**src/rtl/pipe_hazard_ctrl_pkg.sv**
```systemverilog
// ============================================================================
// pipe_hazard_ctrl_pkg : shared encodings for the pipeline hazard sequencer
// Rev 1.0
// ============================================================================
`default_nettype none

package pipe_hazard_ctrl_pkg;

  localparam int REG_W = 5;

  localparam logic [1:0] ST_RUN     = 2'b00;
  localparam logic [1:0] ST_MD_BUSY = 2'b01;

  localparam logic [REG_W-1:0] ZERO_REG = '0;

  typedef struct packed {
    logic pc_en;
    logic fd_en;
    logic dx_en;
    logic xm_en;
    logic mw_en;
    logic fd_clr;
    logic dx_clr;
    logic xm_clr;
    logic md_start;
    logic md_timeout;
  } ctl_t;

  // Free-flowing pipeline: every latch advances, nothing is squashed
  localparam ctl_t CTL_FLOW = ctl_t'(10'b11111_000_00);

endpackage

`default_nettype wire

```
**src/rtl/pipe_hazard_ctrl_load_use_detect.sv**
```systemverilog
// ============================================================================
// pipe_hazard_ctrl_load_use_detect : lw in D/X feeding a source of F/D
// Rev 1.0
// ============================================================================
`default_nettype none

module pipe_hazard_ctrl_load_use_detect
  import pipe_hazard_ctrl_pkg::*;
(
  input  logic             dx_is_load,
  input  logic [REG_W-1:0] dx_rd,
  input  logic [REG_W-1:0] fd_rs,
  input  logic [REG_W-1:0] fd_rt,
  input  logic             fd_uses_rt,
  output logic             hazard
);

  // $zero is never a real dependency
  assign hazard = dx_is_load && (dx_rd != ZERO_REG) &&
                  ((dx_rd == fd_rs) || (fd_uses_rt && (dx_rd == fd_rt)));

endmodule

`default_nettype wire

```
**src/rtl/pipe_hazard_ctrl.sv**
```systemverilog
// ============================================================================
// pipe_hazard_ctrl : stall/flush sequencer for the 5-stage pipeline
// Rev 1.0
// ============================================================================
`default_nettype none

module pipe_hazard_ctrl
  import pipe_hazard_ctrl_pkg::*;
#(
  parameter int MD_TIMEOUT = 40,
  parameter int CNT_W      = 6
) (
  input  logic             clk,
  input  logic             clr,
  input  logic             dx_is_load,
  input  logic [REG_W-1:0] dx_rd,
  input  logic [REG_W-1:0] fd_rs,
  input  logic [REG_W-1:0] fd_rt,
  input  logic             fd_uses_rt,
  input  logic             dx_is_md,
  input  logic             br_taken,
  input  logic             md_rdy,
  output logic             pc_en,
  output logic             fd_en,
  output logic             dx_en,
  output logic             xm_en,
  output logic             mw_en,
  output logic             fd_clr,
  output logic             dx_clr,
  output logic             xm_clr,
  output logic             md_start,
  output logic             md_timeout,
  output logic [1:0]       state_out,
  output logic [31:0]      stall_cnt
);

  localparam logic [CNT_W-1:0] TMO_MAX = CNT_W'(MD_TIMEOUT);
  localparam logic [CNT_W-1:0] TMO_ONE = {{(CNT_W-1){1'b0}}, 1'b1};

  logic [1:0]       state_q, state_d;
  logic [CNT_W-1:0] tmo_cnt_q, tmo_cnt_d;
  logic [31:0]      stall_cnt_q, stall_cnt_d;
  logic             hazard;
  ctl_t             ctl, ctl_out;

  pipe_hazard_ctrl_load_use_detect u_lud (
    .dx_is_load (dx_is_load),
    .dx_rd      (dx_rd),
    .fd_rs      (fd_rs),
    .fd_rt      (fd_rt),
    .fd_uses_rt (fd_uses_rt),
    .hazard     (hazard)
  );

  always_comb begin
    ctl       = CTL_FLOW;
    state_d   = state_q;
    tmo_cnt_d = tmo_cnt_q;
    case (state_q)
      ST_RUN: begin
        if (dx_is_md) begin
          ctl.md_start = 1'b1;
          ctl.pc_en    = 1'b0;
          ctl.fd_en    = 1'b0;
          ctl.dx_en    = 1'b0;
          ctl.xm_clr   = 1'b1;
          state_d      = ST_MD_BUSY;
          tmo_cnt_d    = TMO_ONE;
        end else if (br_taken) begin
          ctl.fd_clr = 1'b1;
          ctl.dx_clr = 1'b1;
        end else if (hazard) begin
          ctl.pc_en  = 1'b0;
          ctl.fd_en  = 1'b0;
          ctl.dx_clr = 1'b1;
        end
      end
      ST_MD_BUSY: begin
        // A result arriving on the deadline cycle still counts as success
        if (md_rdy) begin
          state_d   = ST_RUN;
          tmo_cnt_d = '0;
        end else if (tmo_cnt_q >= TMO_MAX) begin
          ctl.md_timeout = 1'b1;
          state_d        = ST_RUN;
          tmo_cnt_d      = '0;
        end else begin
          ctl.pc_en  = 1'b0;
          ctl.fd_en  = 1'b0;
          ctl.dx_en  = 1'b0;
          ctl.xm_clr = 1'b1;
          tmo_cnt_d  = tmo_cnt_q + TMO_ONE;
        end
      end
      default: begin
        state_d   = ST_RUN;
        tmo_cnt_d = '0;
      end
    endcase
  end

  assign ctl_out     = clr ? ctl_t'('0) : ctl;
  assign stall_cnt_d = stall_cnt_q + {31'd0, ~ctl.pc_en};

  always_ff @(posedge clk or posedge clr) begin
    if (clr) begin
      state_q     <= ST_RUN;
      tmo_cnt_q   <= '0;
      stall_cnt_q <= '0;
    end else begin
      state_q     <= state_d;
      tmo_cnt_q   <= tmo_cnt_d;
      stall_cnt_q <= stall_cnt_d;
    end
  end

  assign pc_en      = ctl_out.pc_en;
  assign fd_en      = ctl_out.fd_en;
  assign dx_en      = ctl_out.dx_en;
  assign xm_en      = ctl_out.xm_en;
  assign mw_en      = ctl_out.mw_en;
  assign fd_clr     = ctl_out.fd_clr;
  assign dx_clr     = ctl_out.dx_clr;
  assign xm_clr     = ctl_out.xm_clr;
  assign md_start   = ctl_out.md_start;
  assign md_timeout = ctl_out.md_timeout;
  assign state_out  = state_q;
  assign stall_cnt  = stall_cnt_q;

endmodule

`default_nettype wire

```
**config.mk**
```make
export PLATFORM = sky130hd
export DESIGN_NAME = pipe_hazard_ctrl
export DESIGN_NICKNAME = d
export VERILOG_FILES = /design/src/rtl/pipe_hazard_ctrl_pkg.sv /design/src/rtl/pipe_hazard_ctrl_load_use_detect.sv /design/src/rtl/pipe_hazard_ctrl.sv
export SDC_FILE = /design/constraint.sdc
export NUM_CORES = 1
export LEC_CHECK = 0
export ABC_AREA = 1
export CAP_MARGIN = 20
export CORE_ASPECT_RATIO = 1.4
export CORE_MARGIN = 2
export CORE_UTILIZATION = 45
export DETAILED_ROUTE_END_ITERATION = 8
export PLACE_DENSITY = 0.76
export SYNTH_ARGS = -nofsm -noshare
export SYNTH_HDL_FRONTEND = slang
export SYNTH_SLANG_ARGS = --single-unit
```
**constraint.sdc**
```tcl
create_clock -name clk -period 3.8 [get_ports clk]
set_input_delay 0.57 -clock clk [delete_from_list [all_inputs] [get_ports clk]]
set_output_delay 0.57 -clock clk [all_outputs]
set_load 0.01 [all_outputs]
```
## Word level (Yosys, flattened, before mapping)

Index checks and enable logic that the tools add are counted.

| cells by class | value |
|---|---|
| shift operators | 0 |
| multiplexer cells | 29 |
| bitwise logic cells | 1 |
| reductions and logical operators | 7 |
| div/mod/pow operators | 0 |
| add/subtract/negate cells | 2 |
| $lt $le $gt $ge | 1 |
| eq/ne operators | 5 |
| $mul | 0 |

Operators by type and width:

| cell | number |
|---|---|
| 32-bit by 1-bit adder with 32-bit output | 1 |
| 2-bit two-way mux | 9 |
| 6-bit two-way mux | 3 |
| 6-bit case mux with 2 select lines | 1 |
| 5-bit equality test | 2 |
| 1-bit two-way mux | 10 |
| 10-bit two-way mux | 1 |
| 6-bit by 1-bit adder with 6-bit output (second input constant) | 1 |
| 6-bit >= comparator (second input constant) | 1 |
| 3-bit two-way mux | 2 |
| 3-bit case mux with 2 select lines | 1 |
| 5-bit nonzero test | 1 |
| 2-bit case mux with 2 select lines | 1 |
| 1-bit logical AND | 3 |
| 3-bit != test (second input constant) | 1 |
| 2-bit by 1-bit equality test with 1-bit output (second input constant) | 1 |
| 2-bit logical NOT | 1 |
| 2-bit != test (second input constant) | 1 |
| 1-bit case mux with 2 select lines | 1 |
| 2-bit AND reduction | 1 |
| 1-bit logical OR | 1 |
| 1-bit NOT | 1 |

| storage, ports and cells | value |
|---|---|
| latch bits | 0 |
| memories kept | 0 |
| bits of input ports | 22 |
| memory bits (read-only) | 0 |
| register bits after elaboration | 40 |
| bits in writable memories | 0 |

## Longest topological paths before layout

Gate-level depths: netlist of run 1.

| depth | value |
|---|---|
| depth in word-level cells | 10 |
| gate-level depth with buffers | 16 |
| mapped depth without buffers | 16 |

## Cells and area by module

From an unflattened synthesis of run 1, not the netlist that was laid out.

| unflattened totals | value |
|---|---|
| cell total of the unflattened synthesis | 341 |
| area total of the unflattened synthesis | 2434.8 µm² |

By module, submodules not included:

| module | area an instance (µm²) | cells each | times used |
|---|---|---|---|
| pipe_hazard_ctrl | 2228.4 | 289 | 1 |
| pipe_hazard_ctrl_load_use_detect | 206.4 | 52 | 1 |

## Worst setup path after synthesis of run 1

OpenSTA, ideal clock, no wires.

| timing | value |
|---|---|
| kind | input port to flip-flop |
| start point | input md_rdy |
| end point | register stall_cnt_q[22], in the netlist stall_cnt[22] |
| data arrival time | 2252 ps |
| stages on the path | 14 |
| buffers on the path | 0 |
| slack | 1426 ps |
| cell sequence | or2_0 nor2_1 inv_1 nand2_2 inv_1 nand2_1 ha_1 ha_1 nand3_2 nor2_4 nand2_4 nor2_2 nand2_1 xor2_1 |

| between the ends | value |
|---|---|
| longest elaborated chain between the ends | 4 |

Ends and longest elaborated chain:

| element | line | RTL |
|---|---|---|
| start, declared | pipe_hazard_ctrl.sv:22 | `input logic md_rdy,` |
| 3-bit two-way mux | pipe_hazard_ctrl.sv:80 | `if (md_rdy) begin` |
| 3-bit case mux with 2 select lines | pipe_hazard_ctrl.sv:59 | `case (state_q)` |
| 1-bit NOT | pipe_hazard_ctrl.sv:103 | `assign stall_cnt_d = stall_cnt_q + {31'd0, ~ctl.pc_en};` |
| 32-bit by 1-bit adder with 32-bit output | pipe_hazard_ctrl.sv:103 |  |
| via stall_cnt_d[22] | pipe_hazard_ctrl.sv:42 | `logic [31:0] stall_cnt_q, stall_cnt_d;` |
| end signal, assigned | pipe_hazard_ctrl.sv:113 | `stall_cnt_q <= stall_cnt_d;` |
| end, declared | pipe_hazard_ctrl.sv:42 |  |

The timed path passes the listed nets, and every way through them passes these cells.
A chain may end at the register's enable or synchronous reset.

## Worst setup path after layout of run 1

| timing | value |
|---|---|
| start point | input dx_rd[3] |
| end point | output dx_clr |

| between the ends | value |
|---|---|
| longest elaborated chain between the ends | 9 |
| elaborated cells on any way between the ends | 12 |
| those cells by class | eq/ne: 2; mux: 5; reduce/logical: 5 |

Ends and longest elaborated chain:

| element | line | RTL |
|---|---|---|
| start, declared | pipe_hazard_ctrl.sv:16 | `input logic [REG_W-1:0] dx_rd,` |
| 5-bit equality test | pipe_hazard_ctrl_load_use_detect.sv:20 | `((dx_rd == fd_rs) \|\| (fd_uses_rt && (dx_rd == fd_rt)));` |
| 1-bit logical AND | pipe_hazard_ctrl_load_use_detect.sv:20 |  |
| 1-bit logical OR | pipe_hazard_ctrl_load_use_detect.sv:20 |  |
| 1-bit logical AND (*) | pipe_hazard_ctrl_load_use_detect.sv:19 | `assign hazard = dx_is_load && (dx_rd != ZERO_REG) &&` |
| 1-bit two-way mux (*) | pipe_hazard_ctrl.sv:72 | `end else if (hazard) begin` |
| 1-bit two-way mux (*) | pipe_hazard_ctrl.sv:69 | `end else if (br_taken) begin` |
| 2-bit two-way mux (*) | pipe_hazard_ctrl.sv:61 | `if (dx_is_md) begin` |
| 2-bit two-way mux (*) | pipe_hazard_ctrl.sv:59 |  |
| 10-bit two-way mux (*) | pipe_hazard_ctrl.sv:102 | `assign ctl_out = clr ? ctl_t'('0) : ctl;` |
| end, declared | pipe_hazard_ctrl.sv:29 | `output logic dx_clr,` |

Mark *: on every way between the ends. The rest lies on a longest branch, timed or not.

==> reports/metrics.yaml, run 1 <==
timing:
  clock_skew_ns: 0.0104
  rsz0062_at_grt: "no"
  max_freq_ghz: 0.343
  hold_viol_final: 0
  layout_min_cycle_time_ns: 2.92
  tns_ns: 0
  setup_violations: 0
  finalMaxSlewViolations: 0
  period_share_pct: 76.8
  hold_slack_ns: 0.467
grt:
  antenna_found_initial: 0
  grt_pass1_vias: 2173
  grt.overflow.total: 0
  grt_use_total_pct: 21.6
  grt_max_degree: 40
  grt_pass1_wl_mm: 9.53
floorplanning:
  start_util_pct: 47.2
  ios: 66
  chipHeight_um: 89
  design.core.area_um2: 4920
  dieArea_um2: 5760
  die_w_um: 64.7
  rows: 30
synthesis:
  yosysTopAreaCellShare_pct: 42.0
  ys_seq_area_share_pct: 42.0
  yosys_warnings: 0
  yosysTopAreaCell: "dfrtp_1"
  syn_area_per_cell_um2: 7.52
  syn_nets: 335
  yosys-top-cells-count: "nand2_1 (86), nor2_1 (51), inv_1 (45)"
  syn_inst: 309
  synth.area.top_cells: "dfrtp_1 (42%), nand2_1 (14%), nor2_1 (8.2%), xor2_1 (7.5%), inv_1 (7.3%)"
  synth_most_common_cell: "nand2_1"
  synth.cell_area_um2: 2320
  synth_edf_count: 0
  async_flop_share_pct: 100
  synth_cell_types: 27
  ys_seq_elements: 39
  synth-main-ff-cell: "dfrtp_1"
clocking:
  clk_latency_ns: 0.30
  cts_buffers: 5
  cts_sinks: 39
  cts-root-buf: "clkbuf_8"
  cts_resized: 0
  postCtsHoldBufs: 0
  clk_pin_slew_ns: 0.07
  tritoncts: "built"
  clockBufferDepth: 2
  cts_setup_buffers: 0
  htree_levels: 2
finish:
  diodes: 0
  nets: 404
  layout-drive-gt1-share_pct: 5.01
  syn_to_final_growth_pct: 34.6
  fin_util_pct: 63.6
power:
  p_per_area_nw_per_um2: 351
  switching_share_pct: 31.5
  p_leak_nw: 1.49
  clkPwrFrac_pct: 27.3
  intPower_mw: 0.752
  p_seq_share_pct: 46.6
  p_comb_share_pct: 26.0
  switching_power_mw: 0.346
  ir_drop_mv: 0.180
hold_path:
  hp-start: "stall_cnt[31]"
  min_path_type: "reg2reg"
worst_setup_path:
  rr_worst_depth: 15
  critical_path_class: "in2out"
  slowest_stage: "clkdlybuf4s50_1"
  cp.depth: 10
  cpPeakStageDelay_ns: 0.58
  cp.buffers_inverters: 3
  r2r_end: "stall_cnt[22]"
  reg2reg_setup_slack_ns: 1.21
  crit_path_end: "dx_clr"
  cp-startpoint: "dx_rd[3]"
  worst_path_most_repeated_cell: "nand2_1"
  worstPathMaxFanout: 3
  crit_required_ns: 3.23
  crit_chain: "clkdlybuf4s50_1, inv_1, nand2_1, nand2_1, nor2_1, nand3_1, nand2_1, nand3_1, o21ai_0, clkdlybuf4s50_1"
  r2r-start: "state_out[0]"
  arrival_ns: 2.35
  cp-start-kind: "input pin"
  crit_family: "buffers and inverters"
  end_kind: "primary output"
detailed_routing:
  ant_nets: 0
  wirelength_mm: 5.68
  wire_per_inst_um: 12.8
  drtIter0Drc: 118
  vias_per_cell: 4.90
  vias: 2170
  first_pass_iters: 4
  drc: 0
place:
  io_buffers: 64
  gp_congestion: 0.911
  hpwl_mm: 4.67
job:
  max_cap_violations: 0
outcome:
  status: "finished clean"
-- layer usage --
metal	part of all wire (%)	global-route usage, %
met5	0	0
met4	3.0	10.1
met3	5.7	5.42
met2	53	41.2
met1	38	21.8
-- final cells by class --
cell class	count	area, um2
fillers	440	1790
multi-input cells	222	1150
well taps	64	80.1
inverters	45	169
clock inverters	2	16.3
repair buffers	65	648
flip-flops and latches	39	976
clock buffers	6	82.6
-- cells in the final DEF, fill, tap and decap left out --
master	n
clkdlybuf4s50_1	64
nand4_1	8
nor3_1	5
nor3b_1	1
nand2_1	86
o21ai_0	6
nand2_4	1
dfrtp_1	39
nand3_2	1
nor2_2	1
nand2_2	1
a21oi_1	2
nor2_1	51
clkbuf_8	6
buf_4	1
conb_1	1
o22ai_1	1
inv_1	45
clkinv_4	1
nand3b_1	2
ha_1	4
xor2_1	20
clkinvlp_4	1
and3_1	1
nor4_1	1
o221ai_1	1
xnor2_1	10
nand3_1	11
nor3_2	3
nor2_4	3
or2_0	1
-- power by group through the flow --
stage	clock network, mW	logic [mW]	registers, mW
6_report	0.300	0.286	0.512
3_5_place_dp	0	0.287	0.519
5_1_grt	0.323	0.318	0.524
3_3_place_gp	0	0.284	0.518
2_1_floorplan	0	0.125	0.528
4_1_cts	0.304	0.290	0.511
-- sequential cells by signal (all words and copies together) (netlist names) --
| name | count |
|---|---|
| tmo_cnt_q | 6 |
| stall_cnt | 32 |
| state_out | 1 |
-- kinds of logic (layout without fill, tap and decap cells) --
family,Yosys count,count (layout),synth area share [%]
other,1,1,0.161
AOI/OAI and AO/OA,10,10,2.37
and+or+nand+nor,177,177,33.7
DFF,39,39,42.0
buffers and inverters,48,118,8.24
adders and majority gates,4,4,2.16
xor gates and xnor gates,30,30,11.3
-- how the worst min path moves through the flow --
stage	slack, ns	depth (start not counted)	endpoint
after detailed placement	0.47	1	stall_cnt[31]
after floorplan	0.51	1	stall_cnt[31]
final	0.47	1	stall_cnt[31]
after global placement	0.46	1	stall_cnt[31]
after CTS	0.48	1	stall_cnt[31]
after global routing	0.49	1	stall_cnt[31]
-- through the flow --
stage               area [um2]  cells  total power [mW]  worst slack (ns)
finish                    3130    443              1.10             0.882
global route              3130    443              1.16             0.708
CTS                       3130    443              1.11             0.890
detailed placement        3030    435             0.806             0.718
global placement          3030    435             0.802             0.800
floorplan                 2320    309             0.653              1.43
Power figures use the tool's default switching activity.
==> run 2, diff against run 1 <==
Settings changed: CORE_UTILIZATION 45 to 43.
Clock period 3.8 ns to 2.55 ns, I/O delays scaled along.
==> run 2 against run 1 <==
Flip-flop and latch count unchanged. Die area up 4.4%. Wire length up 6.2%. Sequential power up 49%. Global-route usage down 0.74 points. Final cell count up 5.4%. Register-to-register slack worse by 1.0 ns. Utilization up 1.0 points. Non-clock buffer count up 22.
==> reports/metrics.yaml, run 2 (same netlist as run 1, synthesis figures left out) <==
power:
  p_seq_share_pct: 46.5
  switching_share_pct: 31.3
  switching_power_mw: 0.514
  p_per_area_nw_per_um2: 489
  ir_drop_mv: 0.266
  intPower_mw: 1.13
  power.total_mw: 1.64
  clkPwrFrac_pct: 24.3
  p_leak_nw: 1.69
  p_comb_share_pct: 29.2
clocking:
  cts_buffers: 5
  clk_pin_slew_ns: 0.07
  tritoncts: "built"
  clockBufferDepth: 2
  cts_sinks: 39
  htree_levels: 2
  postCtsHoldBufs: 0
  clk_latency_ns: 0.29
  cts-root-buf: "clkbuf_8"
floorplanning:
  rows: 31
  die_w_um: 66.1
  ios: 66
  dieArea_um2: 6010
  design.core.area_um2: 5200
  start_util_pct: 44.7
  chipHeight_um: 91.0
detailed_routing:
  ant_nets: 0
  wire_per_inst_um: 12.9
  wirelength_mm: 6.03
  vias_per_cell: 4.87
  first_pass_iters: 4
  drc: 0
  vias: 2276
  drtIter0Drc: 148
finish:
  final_cell_mix: "nand2_1 (85), clkdlybuf4s50_1 (55), inv_1 (44)"
  diodes: 0
  design_area_um2: 3360
  nets: 426
  largest_register_ffs: 32
  layout-drive-gt1-share_pct: 15.5
  final_common_cell: "nand2_1"
  syn_to_final_growth_pct: 44.7
  fin_util_pct: 64.6
  fillers: 480
place:
  gp_congestion: 0.946
  place_area_um2: 3170
  io_buffers: 64
  hpwl_mm: 4.72
worst_setup_path:
  end_kind: "register"
  critical_path_class: "in2reg"
  cp-start-kind: "input pin"
  cp.buffers_inverters: 3
  slowest_stage: "clkdlybuf4s50_1"
  cp.depth: 15
  crit_required_ns: 2.73
  arrival_ns: 2.59
  worstPathMaxFanout: 5
  cpPeakStageDelay_ns: 0.43
  crit_family: "simple AND/OR/NAND/NOR gates"
  crit_chain: "clkdlybuf4s50_1, or2_1, nor2_2, inv_1, nand2_2, inv_1, nand2_1, ha_2, ha_2, nand3_2, nor2_4, nand2_4, nor2_4, nand3_2, xor2_1"
  rr_worst_depth: 15
  reg2reg_setup_slack_ns: 0.17
timing:
  hold_viol_final: 0
  clock_skew_ns: 0.00668
  period_share_pct: 94.4
  setup_violations: 0
  layout_min_cycle_time_ns: 2.41
  finalMaxSlewViolations: 0
  max_freq_ghz: 0.415
grt:
  grt_pass1_wl_mm: 9.72
  antenna_found_initial: 0
  grt.overflow.total: 0
  grt_pass1_vias: 2287
  grt_max_degree: 40
  grt_use_total_pct: 20.8
job:
  max_cap_violations: 0
outcome:
  status: "finished clean"
hold_path:
  min_path_type: "reg2reg"
  whs_path_depth: 1
-- run 2: cell count changes in the layout (fill, tap and decap cells not counted), sizes merged, moves of 2 or more --
cell,change
buf,+22
clkdlybuf4s50,-9
dlymetal6s2s,+8
clkinv,+2
-- run 2: path summary, 6_finish.rpt --
kind | start | end
max | md_rdy | stall_cnt[20]
min | stall_cnt[31] | stall_cnt[31]
max reg2reg | tmo_cnt_q[4] | stall_cnt[20]
min reg2reg | stall_cnt[31] | stall_cnt[31]
max in group asynchronous | clr | stall_cnt[11]
min in group asynchronous | clr | tmo_cnt_q[5]
-- run 2: layer usage --
layer | GRT usage, % | wire length (um) | up-vias | part of all wire, %
li1 | - | - | 1134 | -
met3 | 5.70 | 377 | 22 | 6.2
met4 | 9.18 | 225 | 0 | 3.7
met5 | 0 | 0 | - | 0
met1 | 20.6 | 2150 | 1034 | 36
met2 | 38.8 | 3280 | 86 | 54
-- run 2: final cells by class --
class | instances | area (um2) | area share, %
clock buffers | 5 | 68.8 | 2.05
repair buffers | 87 | 832 | 24.8
flip-flops and latches | 39 | 977 | 29.1
multi-input cells | 222 | 1210 | 36.2
clock inverters | 3 | 15.0 | 0.447
well taps | 66 | 82.6 | 2.46
inverters | 45 | 169 | 5.03
-- run 2: what timing repair did --
item | 4_1_cts | 5_1_grt
gates cloned | 0 | 0
gates resized for setup | 2 | 30
pin swaps | 0 | 9
setup endpoints to repair | 3 | 19
buffers inserted | 0 | 3
-- run 2: metrics by stage --
step	hold slack (ns)	setup WS (ns)	std cells	setup TNS, ns
after floorplan	0.507	0.261	309	0
after global placement	0.459	-0.191	456	-1.61
after detailed placement	0.468	-0.255	456	-2.65
after CTS	0.482	0.0236	464	0
after global routing	0.507	-0.000821	467	-0.000821
final	0.475	0.143	467	0
-- run 2: worst register-to-register path, cell delays in order, from the launching register on --
cell,delay [ns]
dfrtp_2,0.44
nor2_4,0.14
nor2_2,0.06
nor2_2,0.14
nor2_2,0.07
nor2_2,0.12
nand3_2,0.08
nand2_1,0.08
ha_2,0.17
ha_2,0.18
nand3_2,0.11
nor2_4,0.18
nand2_4,0.11
nor2_4,0.14
nand3_2,0.09
xor2_1,0.15
-- run 2: power by group through the flow --
stage	sequential, mW	combinational [mW]	clock, mW
floorplan	0.787	0.186	0
global placement	0.774	0.464	0
detailed placement	0.777	0.467	0
CTS	0.765	0.470	0.410
global route	0.775	0.531	0.439
finish	0.763	0.479	0.399
==> run 3, diff against run 2 <==
Settings changed: CORE_MARGIN 2 to 3, CTS_CLUSTER_DIAMETER set to 30.
==> run 3 against run 2 <==
Clock skew grew 0.0023 ns. Die area up 5.3%. Sequential power is 2% higher. Total power grew 10%. Count of clock-buffer cells in the layout rose by 1. Register-to-register slack is essentially flat. Largest power group unchanged.
==> reports/metrics.yaml, run 3 (same netlist as run 1, synthesis figures left out) <==
outcome:
  status: "finished clean"
worst_setup_path:
  cp-start-kind: "input pin"
  cpPeakStageDelay_ns: 0.54
  reg2reg_setup_slack_ns: 0.17
  critical_path_class: "in2reg"
  end_kind: "register"
  crit_chain: "clkdlybuf4s50_1, inv_1, nand2_1, nand2_1, nor2_1, nand3_1, nand2_2, nand3_2, nand2_1, ha_2, buf_4, nand3_1, nor2_2, nand4_1, nor2_1, xor2_1"
  crit_required_ns: 2.76
  slowest_stage: "clkdlybuf4s50_1"
  arrival_ns: 2.67
  worstPathMaxFanout: 4
  worst_path_most_repeated_cell: "nand2_1"
power:
  p_per_area_nw_per_um2: 536
  p_leak_nw: 1.69
  ir_drop_mv: 0.271
  p_comb_share_pct: 27.5
  p_seq_share_pct: 42.9
  intPower_mw: 1.27
  switching_share_pct: 29.7
  switching_power_mw: 0.537
  clkPwrFrac_pct: 29.6
clocking:
  postCtsHoldBufs: 0
  htree_levels: 2
  clk_latency_ns: 0.29
  clockBufferDepth: 2
  cts-root-buf: "clkbuf_8"
  tritoncts: "built"
  cts_sinks: 39
  cts_buffers: 5
  clk_pin_slew_ns: 0.08
detailed_routing:
  vias_per_cell: 4.82
  ant_nets: 0
  vias: 2253
  first_pass_iters: 4
  drtIter0Drc: 113
  drc: 0
  wirelength_mm: 6.22
  wire_per_inst_um: 13.3
finish:
  syn_to_final_growth_pct: 45.1
  layout-drive-gt1-share_pct: 12.2
  final_common_cell: "nand2_1"
  nets: 426
  diodes: 0
  final_cell_mix: "nand2_1 (85), clkdlybuf4s50_1 (56), nor2_1 (48)"
  fillers: 467
  largest_register_ffs: 32
place:
  dp_slack_ns: -0.177
  gp_congestion: 0.853
  hpwl_mm: 4.93
  io_buffers: 64
grt:
  grt_pass1_wl_mm: 10.4
  grt_use_total_pct: 21.5
  antenna_found_initial: 0
  grt_pass1_vias: 2312
  grt_max_degree: 37
  grt.overflow.total: 0
floorplanning:
  chipHeight_um: 93.0
  dieArea_um2: 6330
  ios: 66
  rows: 31
  design.core.area_um2: 5200
  die_w_um: 68.1
  start_util_pct: 44.7
timing:
  hold_slack_ns: 0.409
  rsz0062_at_grt: "yes"
  clock_skew_ns: 0.00901
  layout_min_cycle_time_ns: 2.45
  finalMaxSlewViolations: 0
  setup_violations: 0
  hold_viol_final: 0
  postLayoutSetupSlackWorst_ns: 0.0955
  max_freq_ghz: 0.407
  period_share_pct: 96.3
job:
  max_cap_violations: 0
hold_path:
  min_path_type: "in2async"
## run 3: layer usage
layer,vias to the layer above,wire (um),part of all wire (%),global-route usage (%)
met5,-,0,0,0
li1,1126,-,-,-
met4,0,144,2.3,8.79
met3,13,390,6.3,5.58
met2,78,3470,56,39.7
met1,1036,2220,36,21.9
## run 3: final timing paths
kind                                from       endpoint  cells past startpoint
max                             dx_rd[4]  stall_cnt[19]                     16
min                                  clr   tmo_cnt_q[4]                      2
max reg2reg                 tmo_cnt_q[4]  stall_cnt[19]                     14
min reg2reg                stall_cnt[31]  stall_cnt[31]                      1
max in group asynchronous            clr   state_out[0]                      3
min in group clk           stall_cnt[31]  stall_cnt[31]                      1
## run 3: metrics by stage
step | setup TNS [ns] | total power, mW | cells | util (%) | cell area [um2]
after floorplan | 0 | 0.973 | 309 | - | 2320
after global placement | -0.912 | 1.25 | 458 | 61.3 | 3190
after detailed placement | -1.70 | 1.25 | 458 | 61.3 | 3190
after CTS | 0 | 1.79 | 466 | 63.6 | 3300
after global routing | -0.136 | 1.92 | 467 | 64.8 | 3370
final | 0 | 1.81 | 467 | 64.8 | 3370
## run 3: power by group through the flow
stage | sequential [mW] | combinational [mW] | clock [mW]
6_report | 0.775 | 0.496 | 0.536
5_1_grt | 0.790 | 0.554 | 0.577
4_1_cts | 0.765 | 0.479 | 0.551
3_5_place_dp | 0.776 | 0.477 | 0
3_3_place_gp | 0.774 | 0.472 | 0
2_1_floorplan | 0.787 | 0.186 | 0
## run 3: worst max-delay path: cells and delay by family
kind,cells,cell delay (ns)
AND/OR/NAND/NOR,11,1.23
buffers and inverters,3,0.71
adder cells (fa/ha/maj),1,0.20
XOR/XNOR,1,0.15
## run 3: repair_timing
item / in CTS / in global routing
endpoints found under the setup margin: 2 / 17
resized for setup: 2 / 17
buffers inserted: 0 / 1
gates cloned: 0 / 0
pin swaps: 0 / 3
## run 3: cell type report
cell class / instances / area [um2] / share of cell area [%]
repair buffers: 87 / 826 / 24.5
flip-flops and latches: 39 / 977 / 29.0
well taps: 66 / 82.6 / 2.45
inverters: 45 / 169 / 5.01
multi-input cells: 222 / 1200 / 35.5
clock buffers: 6 / 82.6 / 2.45
clock inverters: 2 / 35.0 / 1.04
